<file path="src/rtl/imm_extend_pipe_if.sv">
// Handshake bundle for imm_extend_pipe: upstream immediate stream, flush,
// downstream extended-immediate stream and the accepted-item counter.
interface imm_extend_pipe_if #(
   parameter int IN_W  = 16,
   parameter int OUT_W = 32,
   parameter int CNT_W = 16
);
   // valid/ready: a transfer happens on a rising clk edge where both are 1;
   // a producer holds valid and its data stable until that edge.
   logic             in_valid;
   logic             in_ready;
   logic [IN_W-1:0]  in_imm;
   logic [1:0]       in_mode;
   logic             flush;
   logic             out_valid;
   logic             out_ready;
   logic [OUT_W-1:0] out_imm;
   logic [CNT_W-1:0] out_cnt;

   modport master (
      output in_valid, in_imm, in_mode, flush, out_ready,
      input  in_ready, out_valid, out_imm, out_cnt
   );

   modport slave (
      input  in_valid, in_imm, in_mode, flush, out_ready,
      output in_ready, out_valid, out_imm, out_cnt
   );
endinterface

</file>
<file path="src/rtl/imm_extend_pipe.sv">
// Immediate extender followed by a 2-entry skid buffer (main + skid) with a
// registered in_ready and a free-running count of accepted inputs.
module imm_extend_pipe #(
   parameter int IN_W  = 16,
   parameter int OUT_W = 32,
   parameter int CNT_W = 16
) (
   input  logic               clk,
   input  logic               rst_n,
   imm_extend_pipe_if.slave   bus,
   output logic [1:0]         dbg_state_o
);

   if (IN_W < 2 || IN_W > 32) begin : g_bad_in_w
      $error("imm_extend_pipe: IN_W must be in 2..32");
   end
   if (OUT_W < IN_W + 2 || OUT_W > 64) begin : g_bad_out_w
      $error("imm_extend_pipe: OUT_W must satisfy IN_W+2 <= OUT_W <= 64");
   end
   if (CNT_W < 1) begin : g_bad_cnt_w
      $error("imm_extend_pipe: CNT_W must be at least 1");
   end
   if ($bits(bus.in_imm) != IN_W || $bits(bus.out_imm) != OUT_W ||
       $bits(bus.out_cnt) != CNT_W) begin : g_bad_if
      $error("imm_extend_pipe: interface widths do not match module parameters");
   end

   typedef enum logic [1:0] {
      EMPTY = 2'd0,
      ONE   = 2'd1,
      FULL  = 2'd2
   } state_t;

   function automatic logic [OUT_W-1:0] extend(input logic [IN_W-1:0] imm,
                                               input logic [1:0]      mode);
      logic [OUT_W-1:0] sext;
      sext = {{(OUT_W-IN_W){imm[IN_W-1]}}, imm};
      case (mode)
         2'b00:   return sext;
         2'b01:   return {{(OUT_W-IN_W){1'b0}}, imm};
         2'b10:   return {imm, {(OUT_W-IN_W){1'b0}}};
         default: return sext << 2;
      endcase
   endfunction

   state_t           state_q;
   logic             in_ready_q;
   logic [OUT_W-1:0] main_q;
   logic [OUT_W-1:0] skid_q;
   logic [CNT_W-1:0] cnt_q;

   logic [OUT_W-1:0] ext_w;
   logic             out_fire_w;
   logic             accept_w;

   assign ext_w      = extend(bus.in_imm, bus.in_mode);
   assign out_fire_w = (state_q != EMPTY) && bus.out_ready;
   // An input offered during a flush cycle is neither stored nor counted.
   assign accept_w   = bus.in_valid && in_ready_q && !bus.flush;

   always_ff @(posedge clk or negedge rst_n) begin
      if (!rst_n) begin
         state_q    <= EMPTY;
         in_ready_q <= 1'b0;
         main_q     <= '0;
         skid_q     <= '0;
         cnt_q      <= '0;
      end else begin
         if (accept_w) begin
            cnt_q <= cnt_q + CNT_W'(1);
         end
         in_ready_q <= 1'b1;
         if (bus.flush) begin
            state_q <= EMPTY;
         end else begin
            case (state_q)
               EMPTY: begin
                  if (accept_w) begin
                     main_q  <= ext_w;
                     state_q <= ONE;
                  end
               end
               ONE: begin
                  if (accept_w && !out_fire_w) begin
                     skid_q     <= ext_w;
                     state_q    <= FULL;
                     in_ready_q <= 1'b0;
                  end else if (accept_w && out_fire_w) begin
                     main_q <= ext_w;
                  end else if (out_fire_w) begin
                     state_q <= EMPTY;
                  end
               end
               FULL: begin
                  if (out_fire_w) begin
                     main_q  <= skid_q;
                     state_q <= ONE;
                  end else begin
                     in_ready_q <= 1'b0;
                  end
               end
               default: begin
                  state_q <= EMPTY;
               end
            endcase
         end
      end
   end

   assign bus.in_ready  = in_ready_q;
   assign bus.out_valid = (state_q != EMPTY);
   assign bus.out_imm   = main_q;
   assign bus.out_cnt   = cnt_q;
   assign dbg_state_o   = state_q;

endmodule

</file>
<file path="src/flat_wrapper.sv">
// flat-port wrapper written by rule: the top's interface ports become plain ports
module imm_extend_pipe_flat 
#(
   parameter int IN_W  = 16,
   parameter int OUT_W = 32,
   parameter int CNT_W = 16
)
  (clk, rst_n, dbg_state_o, bus_in_valid, bus_in_imm, bus_in_mode, bus_flush, bus_out_ready, bus_in_ready, bus_out_valid, bus_out_imm, bus_out_cnt);
  imm_extend_pipe_if #(.IN_W(IN_W), .OUT_W(OUT_W), .CNT_W(CNT_W)) bus_i ();
  input  logic clk;
  input  logic rst_n;
  output logic [1:0] dbg_state_o;
  input wire logic [$bits(bus_i.in_valid)-1:0] bus_in_valid;
  input wire logic [$bits(bus_i.in_imm)-1:0] bus_in_imm;
  input wire logic [$bits(bus_i.in_mode)-1:0] bus_in_mode;
  input wire logic [$bits(bus_i.flush)-1:0] bus_flush;
  input wire logic [$bits(bus_i.out_ready)-1:0] bus_out_ready;
  output wire logic [$bits(bus_i.in_ready)-1:0] bus_in_ready;
  output wire logic [$bits(bus_i.out_valid)-1:0] bus_out_valid;
  output wire logic [$bits(bus_i.out_imm)-1:0] bus_out_imm;
  output wire logic [$bits(bus_i.out_cnt)-1:0] bus_out_cnt;
  assign bus_i.in_valid = bus_in_valid;
  assign bus_i.in_imm = bus_in_imm;
  assign bus_i.in_mode = bus_in_mode;
  assign bus_i.flush = bus_flush;
  assign bus_i.out_ready = bus_out_ready;
  assign bus_in_ready = bus_i.in_ready;
  assign bus_out_valid = bus_i.out_valid;
  assign bus_out_imm = bus_i.out_imm;
  assign bus_out_cnt = bus_i.out_cnt;
  imm_extend_pipe #(.IN_W(IN_W), .OUT_W(OUT_W), .CNT_W(CNT_W)) u_core (.clk(clk), .rst_n(rst_n), .bus(bus_i), .dbg_state_o(dbg_state_o));
endmodule
</file>
<file path="config.mk">
export PLATFORM = sky130hd
export DESIGN_NAME = imm_extend_pipe_flat
export DESIGN_NICKNAME = d
export VERILOG_FILES = /design/src/rtl/imm_extend_pipe_if.sv /design/src/rtl/imm_extend_pipe.sv /design/src/flat_wrapper.sv
export SDC_FILE = /design/constraint.sdc
export NUM_CORES = 1
export LEC_CHECK = 0
export CORE_ASPECT_RATIO = 0.7
export CORE_MARGIN = 2
export CORE_UTILIZATION = 47
export DETAILED_ROUTE_END_ITERATION = 6
export HOLD_SLACK_MARGIN = 0.03
export PLACE_DENSITY = 0.82
export SLEW_MARGIN = 20
export SYNTH_ARGS = -nofsm -noshare
export SYNTH_HDL_FRONTEND = slang
export SYNTH_SLANG_ARGS = --single-unit
</file>
<file path="constraint.sdc">
create_clock -name clk -period 1.8 [get_ports clk]
set_clock_uncertainty 0.15 [all_clocks]
set_input_delay 0.36 -clock clk [delete_from_list [all_inputs] [get_ports clk]]
set_output_delay 0.36 -clock clk [all_outputs]
set_load 0.05 [all_outputs]
</file>
Yosys cells after proc, flatten, opt, wreduce, memory -nomap -nowiden:

Cells that the tools add are included.

* flip-flop bits (word level): 83
* bits of input ports: 23
* memories kept: 0
* logic and storage cells: 50
* latch bits: 0
* bits in writable memories: 0
* bits in read-only memories: 0

* div/mod/pow operators: 0
* add/sub/neg operators: 1
* equal/unequal tests: 12
* $lt $le $gt $ge: 0
* shifts and indexed selects: 0
* multiplexer cells: 17
* reduce and logical (&&, ||, !) cells: 14
* bitwise gates (word level): 1
* multipliers: 0

Operator list (count)
* $pmux W32 S3: 2
* $mux W32: 4
* $add A16 B1 Y16 const B: 1
* $mux W2: 6
* $ne A2 B1 Y1 const B: 3
* $ne A3 B2 Y1 const B: 2
* $pmux W2 S3: 1
* $reduce_and A6 Y1: 1
* $logic_and A1 B1 Y1: 5
* $eq A2 B1 Y1 const B: 2
* $eq A2 B2 Y1 const B: 2
* $logic_not A2 Y1: 2
* $ne A4 B2 Y1 const B: 1
* $ne A4 B3 Y1 const B: 1
* $reduce_and A4 Y1: 1
* $mux W1: 3
* $reduce_and A3 Y1: 1
* $reduce_bool A3 Y1: 1
* $logic_not A1 Y1: 2
* $ne A2 B2 Y1 const B: 1
* $pmux W1 S2: 1
* $reduce_bool A2 Y1: 1
* $not A1 Y1: 1

Logic depth before layout (Yosys ltp):

* depth after elaboration: 7
* gate-level depth with buffers: 8
* gate-level depth less buffers: 6

Worst setup path after synthesis:

Ideal clock, no wire load.

* kind: flip-flop to flip-flop
* start: register u_core.state_q[0], in the netlist u_core.dbg_state_o[0]
* end: register u_core.main_q[10], in the netlist u_core.bus.out_imm[10]
* buffers on the path: 1
* data required time: 1525 ps
* arrival: 2159 ps
* cell stages (with the launch flop): 8
* setup slack: -634 ps
* setup time: 125 ps
* path through: dfrtp_1 inv_1 ha_1 nor2b_1 nor2_1 nor4_4 buf_6 mux2_2

* word-level cells in the longest chain between the ends: 6
* elaborated cells between the ends (all ways): 15
* those cells by class: eq/ne: 6; mux: 1; reduce/logical: 8

Ends and longest elaborated chain
* start, declared: line imm_extend_pipe.sv:46 `state_t state_q;`
* start signal, assigned: line imm_extend_pipe.sv:63 `state_q <= EMPTY;`
* start signal, assigned: line imm_extend_pipe.sv:74 `state_q <= EMPTY;`
* start signal, assigned: line imm_extend_pipe.sv:80 `state_q <= ONE;`
* $reduce_bool A2 Y1: line imm_extend_pipe.sv:57 `assign out_fire_w = (state_q != EMPTY) && bus.out_ready;`
* $logic_and A1 B1 Y1: line imm_extend_pipe.sv:57
* $logic_not A1 Y1: line imm_extend_pipe.sv:84 `if (accept_w && !out_fire_w) begin`
* $logic_and A1 B1 Y1: line imm_extend_pipe.sv:84
* $ne A2 B2 Y1 (no line)
* $reduce_and A6 Y1 (no line)
* end signal, assigned: line imm_extend_pipe.sv:79 `main_q <= ext_w;`
* end signal, assigned: line imm_extend_pipe.sv:89 `main_q <= ext_w;`
* end signal, assigned: line imm_extend_pipe.sv:96 `main_q <= skid_q;`
* end, declared: line imm_extend_pipe.sv:48 `logic [OUT_W-1:0] main_q;`

Several ways; a longest one is shown, not always the timed one.
A chain may end at the register's enable or synchronous reset.

Final worst setup path:

* start: input bus_in_mode[1]
* end: register u_core.main_q[7], in the netlist u_core.bus.out_imm[7]

* word-level cells in the longest chain between the ends: 5
* elaborated cells between the ends (all ways): 8
* those cells by class: eq/ne: 2; mux: 5; reduce/logical: 1

Ends and longest elaborated chain
* start, declared: line flat_wrapper.sv:15 `input wire logic [$bits(bus_i.in_mode)-1:0] bus_in_mode;`
* $eq A2 B2 Y1 (tied with other cells): line imm_extend_pipe.sv:38 `case (mode)`
* $pmux W32 S3 *: line imm_extend_pipe.sv:38
* $mux W32: line imm_extend_pipe.sv:88 `end else if (accept_w && out_fire_w) begin`
* $mux W32: line imm_extend_pipe.sv:84
* $pmux W32 S3 *: line imm_extend_pipe.sv:76 `case (state_q)`

Mark *: on every way between the ends. The rest lies on a longest branch, timed or not. The select of a mux whose other input is x is not followed.

==> parameters.txt <==
Parameter                              Value

Global route
  Largest net degree at the start of global routing    84
  Overall overflow remaining after global route    0
  Initial antenna violation count    0
  First-pass GRT wire length    19.4 mm
  Total track usage    27.0%
  Number of global-route vias before repair    3745

Logic synthesis
  Mapped Avg Cell Area    10.0 um2
  Main combinational cell family by area after synthesis    simple AND/OR/NAND/NOR gates
  Total of warnings raised by yosys    0
  Cell accounting for the most synthesized area    sky130_fd_sc_hd__dfrtp_1
  Compound-Gate Fraction of Synth Area    12.6%
  Top_reg_cell synth    sky130_fd_sc_hd__dfrtp_1
  Area of the mapped netlist    4080 um2
  Cells after Synth    406
  Simple-Gate Fraction of Synth Area    14.2%
  Register area share after synthesis    51.0%
  Synthesized netlist net count    434
  Synth unique cells    31
  Post-synthesis adder-cell area fraction    1.53%
  Seq cells post-synth    83
  Leading post-synthesis cells by cell area    sky130_fd_sc_hd__dfrtp_1 51%, sky130_fd_sc_hd__mux2_2 13%, sky130_fd_sc_hd__o21ai_0 8.2%
  Fraction of synthesis flops using an asynchronous set or reset pin    100%
  Fraction of synthesized area in multiplexers    13.3%
  Area share of the leading cell type in the synthesized netlist    51.0%
  Number of synthesized flops with an enable pin    0
  Share of the synthesized netlist area taken by xor and xnor gates    3.44%

Clock network
  Root buffer selected by CTS    sky130_fd_sc_hd__clkbuf_16
  Worst-Skew Late Latency    0.35 ns
  CTS H-tree lvls    3
  Number of buffers created by CTS    9
  Number of buffers on the longest clock path    2
  Clock transition time at the flip-flop clock pins of the worst setup and hold paths    0.07 ns
  Clock tree from TritonCTS    yes
  Sink Count    83

Floorplanning
  Area of the die    9450 um2
  Horizontal die dimension    115 um
  Die extent in y    81.9 um
  Boundary Pins    75
  Standard-cell row count    28
  Starting density of the core    48.3%
  Core area    8440 um2

Drt
  Per-cell routed wire length    20.9 um
  Count of vias placed by the detailed router    3784
  Initial DRC count    378
  Post-DRT Antenna Nets    0
  Residual DRC    0
  Total wire length    13.4 mm
  Initial DRT Pass Iterations    5
  Detail-routed via count per cell    5.88

Setup path
  Crit path largest cell delay    0.51 ns
  Crit path capture type    flip-flop
  Start-to-end type of the worst setup path    in2reg
  Crit Reg-Reg Startpoint    u_core.dbg_state_o[0]$_DFFE_PN0P_
  Source of the critical timing path    bus_in_mode[1]
  Buffers and inverters on the worst path    3
  Family with the most delay on the worst path    buffers and inverters
  Data required time of the critical path    1.88 ns
  Reg-to-reg slack, setup    -0.25 ns
  Cells along the critical path    clkdlybuf4s50_1 > buf_4 > and2_0 > buf_4 > a21oi_1 > o21ai_0 > mux2_4
  Kind of start point of the critical path    input port
  Slowest CP cell    sky130_fd_sc_hd__clkdlybuf4s50_1
  Peak fanout along the critical path    11
  CP most frequent cell    sky130_fd_sc_hd__buf_4
  CP Data Arrival Time    2.21 ns

Timing
  Worst rel slew slack    68.2%
  Setup repair after global routing missed its margin    true
  Slew of the pin with the lowest slew margin    0.477 ns
  Timing-limited maximum frequency    0.471 GHz
  Setup Viol. Count Final    67
  Hold violation total from the final report    0
  Final critical path time including I/O delays and setup    2.12 ns
  Post-Route Hold Slack    0.345 ns
  Worst-case setup margin in the final layout    -0.325 ns
  Number of max-slew violations in the final report    0
  Period utilization    118%

Outcome
  Status    finished, violations left
  Failing checks    negative setup slack

Flow run
  Max-capacitance violation count    0

Hold path
  Type of the worst min-delay path    reg2reg
  Worst Min Path Start    u_core.bus.out_cnt[7]$_DFFE_PN0P_

Power and ir drop
  Maximum ir drop on the vdd rail    1.47 mV
  Total Power    11.4 mW
  Leak pwr    2.84 nW
  Power density over cell area    1730 nW/um2

Place
  Port bufs    74
  Routability-driven placement congestion ratio    0.850
  Half-perimeter wire length after detailed placement    6.63 mm
  Place WS    -0.679 ns

Finish
  Net count reported at finish    547
  Ratio of cells with drive above 1 in the final layout    51.1%
  Number of inserted filler cells in the final layout    464
  Combined area of the multi-input logic cells    2390 um2
  Number of antenna repair diodes    0
  P&R area growth vs syn    62.0%
  Storage cell area    2090 um2
[final timing paths]
check                                                           to  depth (start not counted)
max in group asynchronous        u_core.dbg_state_o[1]$_DFFE_PN0P_                          3
worst max-delay path             u_core.bus.out_imm[7]$_DFFE_PN0P_                          7
min in group asynchronous        u_core.dbg_state_o[0]$_DFFE_PN0P_                          3
worst min-delay path             u_core.bus.out_cnt[7]$_DFFE_PN0P_                          1
worst max register to register  u_core.bus.out_imm[17]$_DFFE_PN0P_                          7
worst min register to register   u_core.bus.out_cnt[7]$_DFFE_PN0P_                          1
[Yosys cell counts (all sizes together), types with 5 or more instances]
cell type,number
inv,6
clkbuf,11
o21ai,67
a21oi,29
nand3,8
buf,16
nor2,6
nand4,6
nor2b,16
nand2,72
dfrtp,83
ha,5
xnor2,13
mux2,48
[report_power, final]
part / switching (mW) / total, mW / internal, mW
Sequential: 0.870 / 3.51 / 2.64
Clock: 0.781 / 1.89 / 1.11
Combinational: 3.14 / 6.01 / 2.87
[registers in the layout (all words and copies together), names as in the netlist]
name and flops:
u_core.bus.in_ready 1, u_core.bus.out_cnt 16, u_core.bus.out_imm 32, u_core.dbg_state_o 2
u_core.skid_q 32
[area by class of cell]
cell class                      instances  share of cell area, %
Multi-Input combinational cell        290                   36.3
Tap cell                              120                   2.27
Sequential cell                        83                   31.6
Clock buffer                           10                   3.62
Clock inverter                          6                  0.966
Inverter                                6                  0.455
Timing Repair Buffer                  129                   24.8
[layer usage]
layer,GRT usage (%),up-vias,share of wire (%)
met4,12.8,0,3.8
met1,33.1,1902,40
met3,7.08,48,7.0
met5,0,-,0
met2,45.1,206,49
li1,-,1628,-
[layout by cell type, fill, tap and decap left out, types with 2 or more instances in the layout]
cell type | netlist | final
sky130_fd_sc_hd__buf_6 | 4 | 11
sky130_fd_sc_hd__inv_4 | 0 | 3
sky130_fd_sc_hd__o21ai_1 | 0 | 6
sky130_fd_sc_hd__mux2_2 | 47 | 27
sky130_fd_sc_hd__nand3_1 | 8 | 6
sky130_fd_sc_hd__nor2_4 | 0 | 3
sky130_fd_sc_hd__mux2_4 | 0 | 21
sky130_fd_sc_hd__buf_12 | 0 | 35
sky130_fd_sc_hd__a21oi_1 | 29 | 20
sky130_fd_sc_hd__clkbuf_16 | 0 | 10
sky130_fd_sc_hd__nor2b_1 | 16 | 14
sky130_fd_sc_hd__ha_4 | 0 | 3
sky130_fd_sc_hd__nand2b_1 | 3 | 2
sky130_fd_sc_hd__nand2_2 | 0 | 4
sky130_fd_sc_hd__xor2_1 | 3 | 3
sky130_fd_sc_hd__nand2_1 | 72 | 41
sky130_fd_sc_hd__nor2_1 | 5 | 2
sky130_fd_sc_hd__o21ai_2 | 0 | 27
sky130_fd_sc_hd__clkinvlp_4 | 0 | 2
sky130_fd_sc_hd__a21oi_2 | 0 | 8
sky130_fd_sc_hd__dfrtp_2 | 0 | 7
sky130_fd_sc_hd__nand4_1 | 6 | 6
sky130_fd_sc_hd__clkinv_2 | 0 | 2
sky130_fd_sc_hd__clkdlybuf4s50_1 | 0 | 21
sky130_fd_sc_hd__inv_1 | 6 | 3
sky130_fd_sc_hd__nand2_4 | 0 | 27
sky130_fd_sc_hd__dfrtp_1 | 83 | 76
sky130_fd_sc_hd__o21ai_0 | 67 | 34
sky130_fd_sc_hd__xnor2_1 | 13 | 13
sky130_fd_sc_hd__buf_16 | 0 | 6
sky130_fd_sc_hd__buf_4 | 0 | 54
[metrics by stage]
| stage | utilization (%) | setup TNS, ns | instances | instance area (um2) |
|---|---|---|---|---|
| after floorplan | - | -13.61 | 406 | 4120 |
| after global placement | 63.3 | -29.25 | 602 | 5340 |
| after detailed placement | 63.3 | -33.05 | 602 | 5340 |
| after CTS | 73.9 | -8.73 | 638 | 6240 |
| after global routing | 78.2 | -16.84 | 644 | 6600 |
| final | 78.2 | -12.92 | 644 | 6600 |
[kinds of logic (layout without fill, tap and decap cells)]
family,after synthesis,after routing
mux,48,48
compound gates,100,100
simple gates,121,121
buf+inv,33,151
xor+xnor,16,16
fa+ha+maj,5,5
flops,83,83
[worst register-to-register path, stage by stage, from the launching register on]
cell	delay, ns
sky130_fd_sc_hd__dfrtp_2	0.45
sky130_fd_sc_hd__buf_4	0.15
sky130_fd_sc_hd__ha_2	0.21
sky130_fd_sc_hd__nor4_4	0.26
sky130_fd_sc_hd__buf_6	0.16
sky130_fd_sc_hd__buf_6	0.10
sky130_fd_sc_hd__buf_12	0.13
sky130_fd_sc_hd__mux2_4	0.31
[what timing repair did]
item / in CTS / in global routing
setup endpoints to repair: 50 / 76
endpoints found under the hold margin: 83 / 0
gates resized for setup: 107 / 88
cloned: 8 / 1
hold buffers: 1 / 0
pin swaps: 19 / 26
setup buffers: 11 / 7
(Power assumes the default switching activity.)
